File: src/rtl/dmem_master.sv
// Data memory port sequencer: one load/store per handshake, legality checked up front,
// single-cycle memory access, result held until the consumer accepts it.
module dmem_master #(
    parameter int XLEN             = 32,
    parameter int FLEN             = 64,
    parameter int ALLOW_MISALIGNED = 1
) (
    input  logic            clk,
    input  logic            reset_n,
    input  logic            req_valid,
    output logic            req_ready,
    input  logic [XLEN-1:0] req_addr,
    input  logic [63:0]     req_wdata,
    input  logic            req_we,
    input  logic [2:0]      req_funct3,
    output logic            resp_valid,
    input  logic            resp_ready,
    output logic [63:0]     resp_rdata,
    output logic            resp_error,
    output logic [XLEN-1:0] mem_addr,
    output logic [63:0]     mem_write_data,
    output logic            mem_read,
    output logic            mem_write,
    output logic [2:0]      mem_funct3,
    input  logic [63:0]     mem_read_data
);

    // state  | meaning
    // IDLE   | waiting for a request, req_ready high
    // ACCESS | one-cycle memory read or write from the request registers
    // RESP   | response held until resp_ready
    typedef enum logic [1:0] {
        ST_IDLE   = 2'd0,
        ST_ACCESS = 2'd1,
        ST_RESP   = 2'd2
    } state_t;

    state_t          state;
    logic [XLEN-1:0] addr_q;
    logic [63:0]     wdata_q;
    logic            we_q;
    logic [2:0]      funct3_q;
    logic [63:0]     rdata_q;
    logic            error_q;
    logic            req_illegal;
    logic            misaligned;

    always_comb begin
        misaligned = 1'b0;
        case (req_funct3[1:0])
            2'b01:   misaligned = req_addr[0];
            2'b10:   misaligned = |req_addr[1:0];
            2'b11:   misaligned = |req_addr[2:0];
            default: misaligned = 1'b0;
        endcase
    end

    assign req_illegal = (req_we && req_funct3[2])
                      || (!req_we && req_funct3 == 3'b111)
                      || (req_funct3 == 3'b011 && XLEN == 32 && FLEN < 64)
                      || (req_funct3 == 3'b110 && XLEN == 32)
                      || (ALLOW_MISALIGNED == 0 && misaligned);

    always_ff @(posedge clk or negedge reset_n) begin
        if (!reset_n) begin
            state    <= ST_IDLE;
            addr_q   <= '0;
            wdata_q  <= '0;
            we_q     <= 1'b0;
            funct3_q <= '0;
            rdata_q  <= '0;
            error_q  <= 1'b0;
        end else begin
            case (state)
                ST_IDLE: begin
                    if (req_valid) begin
                        addr_q   <= req_addr;
                        wdata_q  <= req_wdata;
                        we_q     <= req_we;
                        funct3_q <= req_funct3;
                        rdata_q  <= '0;
                        error_q  <= req_illegal;
                        state    <= req_illegal ? ST_RESP : ST_ACCESS;
                    end
                end
                ST_ACCESS: begin
                    // memory already sign/zero-extends, so capture raw
                    rdata_q <= we_q ? 64'd0 : mem_read_data;
                    state   <= ST_RESP;
                end
                ST_RESP: begin
                    if (resp_ready) state <= ST_IDLE;
                end
                default: state <= ST_IDLE;
            endcase
        end
    end

    // strobes decode from state only, so an async reset kills them at once
    assign req_ready      = (state == ST_IDLE);
    assign resp_valid     = (state == ST_RESP);
    assign resp_rdata     = rdata_q;
    assign resp_error     = error_q;
    assign mem_read       = (state == ST_ACCESS) && !we_q;
    assign mem_write      = (state == ST_ACCESS) && we_q;
    assign mem_addr       = addr_q;
    assign mem_write_data = wdata_q;
    assign mem_funct3     = funct3_q;

endmodule

File: config.mk
export PLATFORM = sky130hd
export DESIGN_NAME = dmem_master
export DESIGN_NICKNAME = d
export VERILOG_FILES = /design/src/rtl/dmem_master.sv
export SDC_FILE = /design/constraint.sdc
export NUM_CORES = 1
export LEC_CHECK = 0
export CAP_MARGIN = 15
export CELL_PAD_IN_SITES_DETAIL_PLACEMENT = 1
export CELL_PAD_IN_SITES_GLOBAL_PLACEMENT = 2
export CORE_MARGIN = 2
export CORE_UTILIZATION = 26
export CTS_CLUSTER_DIAMETER = 60
export DETAILED_ROUTE_END_ITERATION = 10
export PLACE_DENSITY_LB_ADDON = 0.25
export SLEW_MARGIN = 20
export SYNTH_ARGS = -nofsm -noshare
export SYNTH_HDL_FRONTEND = slang
export SYNTH_SLANG_ARGS = --single-unit
File: constraint.sdc
create_clock -name clk -period 2.1 [get_ports clk]
set_input_delay 0.42 -clock clk [delete_from_list [all_inputs] [get_ports clk]]
set_output_delay 0.42 -clock clk [all_outputs]
set_load 0.005 [all_outputs]
# ---- Yosys cells after proc, flatten, opt, wreduce, memory -nomap -nowiden
# Index checks and enable logic that the tools add are counted.
# Widths: inputs -> output; s select.
dict set report word_totals {
  word_cells 33
  memories 0
  rom_bits 0
  ff_bits 167
  output_inout_bits 168
  latch_bits 0
  mem_bits_rw 0
  in_bits 168
}
dict set report op_classes {
  add_sub_neg 0
  reduce_logical 13
  div_mod_pow 0
  magnitude_cmp 0
  mux 7
  n_mul 0
  bitwise_logic 0
  n_eq_ne 6
  shifts 0
}
# cell count
set ops {}
lappend ops {{$mux 64} 2}
lappend ops {{$pmux 64 s2} 1}
lappend ops {{$eq 3x3->1 const B} 2}
lappend ops {{$mux 2} 3}
lappend ops {{$pmux 2 s3} 1}
lappend ops {{$reduce_and 2->1} 3}
lappend ops {{$logic_and 1x1->1} 4}
lappend ops {{$eq 2x1->1 const B} 1}
lappend ops {{$eq 2x2->1 const B} 1}
lappend ops {{$logic_not 1->1} 2}
lappend ops {{$logic_not 2->1} 1}
lappend ops {{$logic_or 1x1->1} 2}
lappend ops {{$ne 2x1->1 const B} 1}
lappend ops {{$ne 2x2->1 const B} 1}
lappend ops {{$reduce_bool 2->1} 1}

# ---- Logic depth before layout (Yosys ltp)
# Gate-level depths: netlist of run 1.
dict set report logic_depth {
  word_depth 7
  depth_mapped 4
  ltp_nobuf 2
}

# ---- Worst setup path after synthesis of run 1
# No wires, ideal clock.
dict set report synth_timing {
  path_kind {reg-to-reg}
  from {reg state[0]}
  to {reg addr_q[0], in the netlist mem_addr[0]}
  stages_incl_launch_ff 5
  setup_ns 0.127
  path_buffers 2
  required_time_ns 1.973
  setup_slack_ns 0.639
  arrival_time_ns 1.334
  synth_period_minus_slack_ns 1.461
  path_cell_list {dfrtp_1 -> nor3b_2 -> buf_6 -> buf_8 -> mux2_1}
}
dict set report synth_via {
  elab_chain_cells 2
}
# element line
set synth_rtl {}
lappend synth_rtl {{from (decl)} 38} ;# state_t state;
lappend synth_rtl {{from (signal assigned)} 83} ;# state <= req_illegal ? ST_RESP : ST_ACCESS;
lappend synth_rtl {{$logic_not 2->1} 74} ;# case (state)
lappend synth_rtl {{$reduce_and 2->1 (no line)} --}
lappend synth_rtl {{to (signal assigned)} 77} ;# addr_q <= req_addr;
lappend synth_rtl {{to (decl)} 39} ;# logic [XLEN-1:0] addr_q;
# No other way between the ends.
# A chain may end at the register's enable or synchronous reset.

# ---- Worst setup path after layout of run 1
dict set report layout_timing {
  from {reg state[0]}
  to {out req_ready}
}
dict set report layout_via {
  elab_chain_cells 1
}
# element line
set layout_rtl {}
lappend layout_rtl {{$logic_not 2->1} 100} ;# assign req_ready = (state == ST_IDLE);
lappend layout_rtl {{to (decl)} 11} ;# output logic req_ready,
# No other way between the ends.

==> reports/metrics.cfg, run 1 <==
[job]
cap_violations=0

[global_routing]
antenna_found_initial=0
grt_pass1_wl_um=32200
globalRouteOverflowTotal=0
grt_max_degree=65
grt_pass1_vias=5465
gr-usage-all-layers=0.159

[final_layout]
diodes=0
final_nets=888
design_area_um2=10900
drive_gt1_frac=0.209
area_delta_synth_final_pct=68.0
fin_util=0.447
layoutNonFillerInstCount=1057

[timing]
final-hold-violation-count=0
relSlewSlack=0.492
skew_ns=0.0108
setup_tns_ns=0
max_slew.worst_pin.slew_ns=0.761
fin_crit_ns=2.00
drv_slew=0
rsz0062_at_grt=false
setup_viol=0
fin_crit_sh=0.954
layout_setup_ws_ns=0.0959
max_freq_mhz=499

[placed_design]
dpl.cell_count=1022
placed_area_um2=10300
portBuffers=335
gp_congestion=0.751
dp_hpwl_um=15100
dp_worst_setup_slack_ns=0.0591

[floorplanning]
die-height_um=162
die_area_um2=26200
rows=57
pin_count=336
initial_utilization=0.266
die_w_um=162
core_area_um2=24400

[critical_path]
cp-end-kind=output pin
worstSetupStartpoint=state[0]
critPathRequiredTime_ns=1.68
cp.arrival_ns=1.58
crit_fanout=7
worstReg2RegStart=state[1]
r2r_setup_slack_ns=0.30
worst_setup_path_start_kind=flip-flop
worst-setup-path-type=reg -> out

[logic_synthesis]
syn_avg_cell_area_um2=17.6
syn_inst=368
synth.most_common_cell=dfrtp_1
synth.cell_area_um2=6490
synth_seq_cells=167
yosys-top-cells-area=dfrtp_1 64%, mux2_4 16%, a22o_1 8.6%
synthTopCellsByCount=167 x dfrtp_1, 70 x mux2_4, 64 x a22o_1
synth_edf_count=0
synth_top_flop_cell=dfrtp_1
yosys.area.top_type_share=0.644
synth_seq_area_share=0.644
yosys_warnings=0
synth_top_area_cell=dfrtp_1
async_reset_ff_frac=1.00
syn_nets=536
synth_cell_types=18

[clock_network]
htreeDepth=4
path_clk_slew_ns=0.07
cts.path.max_buffers=2
cts_buffers=17
insertion_delay_ns=0.43
root_buffer=clkbuf_16
cts_tree=yes
cts_num_sinks=167

[outcome]
status=completed

[power]
p_sw_mw=4.20
switching_share=0.286
power_frac_comb=0.420
p_int_mw=10.5
cellLeakagePower_nw=4.72
p_per_area_nw_per_um2=1350
seqPwrFrac=0.367
ir_drop_mv=0.487
p_clk_frac=0.213

[route]
drc=0
ant_nets=0
routed-via-count=4642
vias_per_cell=4.39
drt_pass1_iterations=4
drt_iter0_markers=198
routed_wl_um=20500
wl_per_cell_um=19.4

[hold_path]
min_path_type=in -> async

-- per-stage QoR --
stage / power [mW] / hold slack, ns
detailed placement: 11.7 / 0.325
finish: 14.7 / 0.436
CTS: 15.0 / 0.415
floorplan: 7.84 / 0.124
global route: 15.5 / 0.449
global placement: 11.5 / 0.319
-- state kept, by name, summed over array words and instances, names as in the netlist --
name	flops
mem_write_data	64
resp_rdata	64
mem_funct3	3
mem_addr	32
resp_error	1
we_q	1
state	2
-- worst paths after layout --
kind                                      endpoint  cells past startpoint
worst max register to register      resp_rdata[20]                      4
min in group clk                       mem_addr[1]                      1
max in group asynchronous       mem_write_data[34]                      3
worst max-delay path                     req_ready                      2
worst min register to register         mem_addr[1]                      1
worst min-delay path            mem_write_data[26]                      2
-- critical path: stages (launching register included) --
cell,delay [ns]
dfrtp_2,0.47
nor2_2,0.16
clkdlybuf4s50_1,0.54
-- power groups by stage --
stage          Clock, mW  Sequential [mW]  Combinational [mW]
2_1_floorplan          0             5.40                2.44
3_3_place_gp           0             5.38                6.12
3_5_place_dp           0             5.42                6.23
4_1_cts             3.25             5.41                6.30
5_1_grt             3.38             5.58                6.58
6_report            3.13             5.39                6.18
-- layout make-up --
type	count	area, µm²
clock inverter	13	128
multi-input combinational	176	2070
tap	324	405
timing repair buffer	358	3660
fill	2455	13500
clock buffer	19	453
sequential	167	4180
-- layout by cell type, fill, tap and decap left out, drive strengths merged --
| cell type | count |
|---|---|
| mux2 | 101 |
| clkinvlp | 1 |
| buf | 23 |
| nor3b | 2 |
| o21bai | 1 |
| dlymetal6s2s | 1 |
| a22o | 64 |
| dlygate4sd2 | 1 |
| a21oi | 1 |
| o21a | 2 |
| clkdlybuf4s50 | 332 |
| and3b | 1 |
| clkinv | 2 |
| dlygate4sd3 | 1 |
| nor2 | 1 |
| inv | 10 |
| clkbuf | 19 |
| nor2b | 2 |
| o211ai | 1 |
| dfrtp | 167 |
-- what timing repair did --
| item | CTS | global route |
|---|---|---|
| buffers inserted | 2 | 0 |
| hold endpoints to repair | 27 | 0 |
| setup endpoints to repair | 4 | 2 |
| gates cloned | 0 | 0 |
| hold buffers | 1 | 0 |
| gates resized for setup | 3 | 2 |
| pin swaps | 0 | 0 |
-- layer usage --
layer,GRT usage,share of wire,up-vias
met4,0.0644,0.026,0
li1,-,-,2049
met1,0.179,0.38,2370
met2,0.275,0.51,192
met5,0,0,-
met3,0.0585,0.078,31
-- kinds of logic after synthesis --
| logic type | Yosys count | share of synthesized area |
|---|---|---|
| flops | 167 | 0.644 |
| mux | 101 | 0.216 |
| buf+inv | 25 | 0.0403 |
| simple gates | 6 | 0.00771 |
| compound gates | 69 | 0.0918 |
Power figures use the tool's default switching activity.
==> inputs of run 2 (changes only) <==
Settings changed: HOLD_SLACK_MARGIN set to 0.05.
==> results of run 2 <==
The final DEF is identical to that of run 1; final timing and power are the same.
==> inputs of run 3 (changes only) <==
Settings changed: CAP_MARGIN 15 to 20.
==> results of run 3 <==
The final DEF is identical to that of run 1; final timing and power are the same.
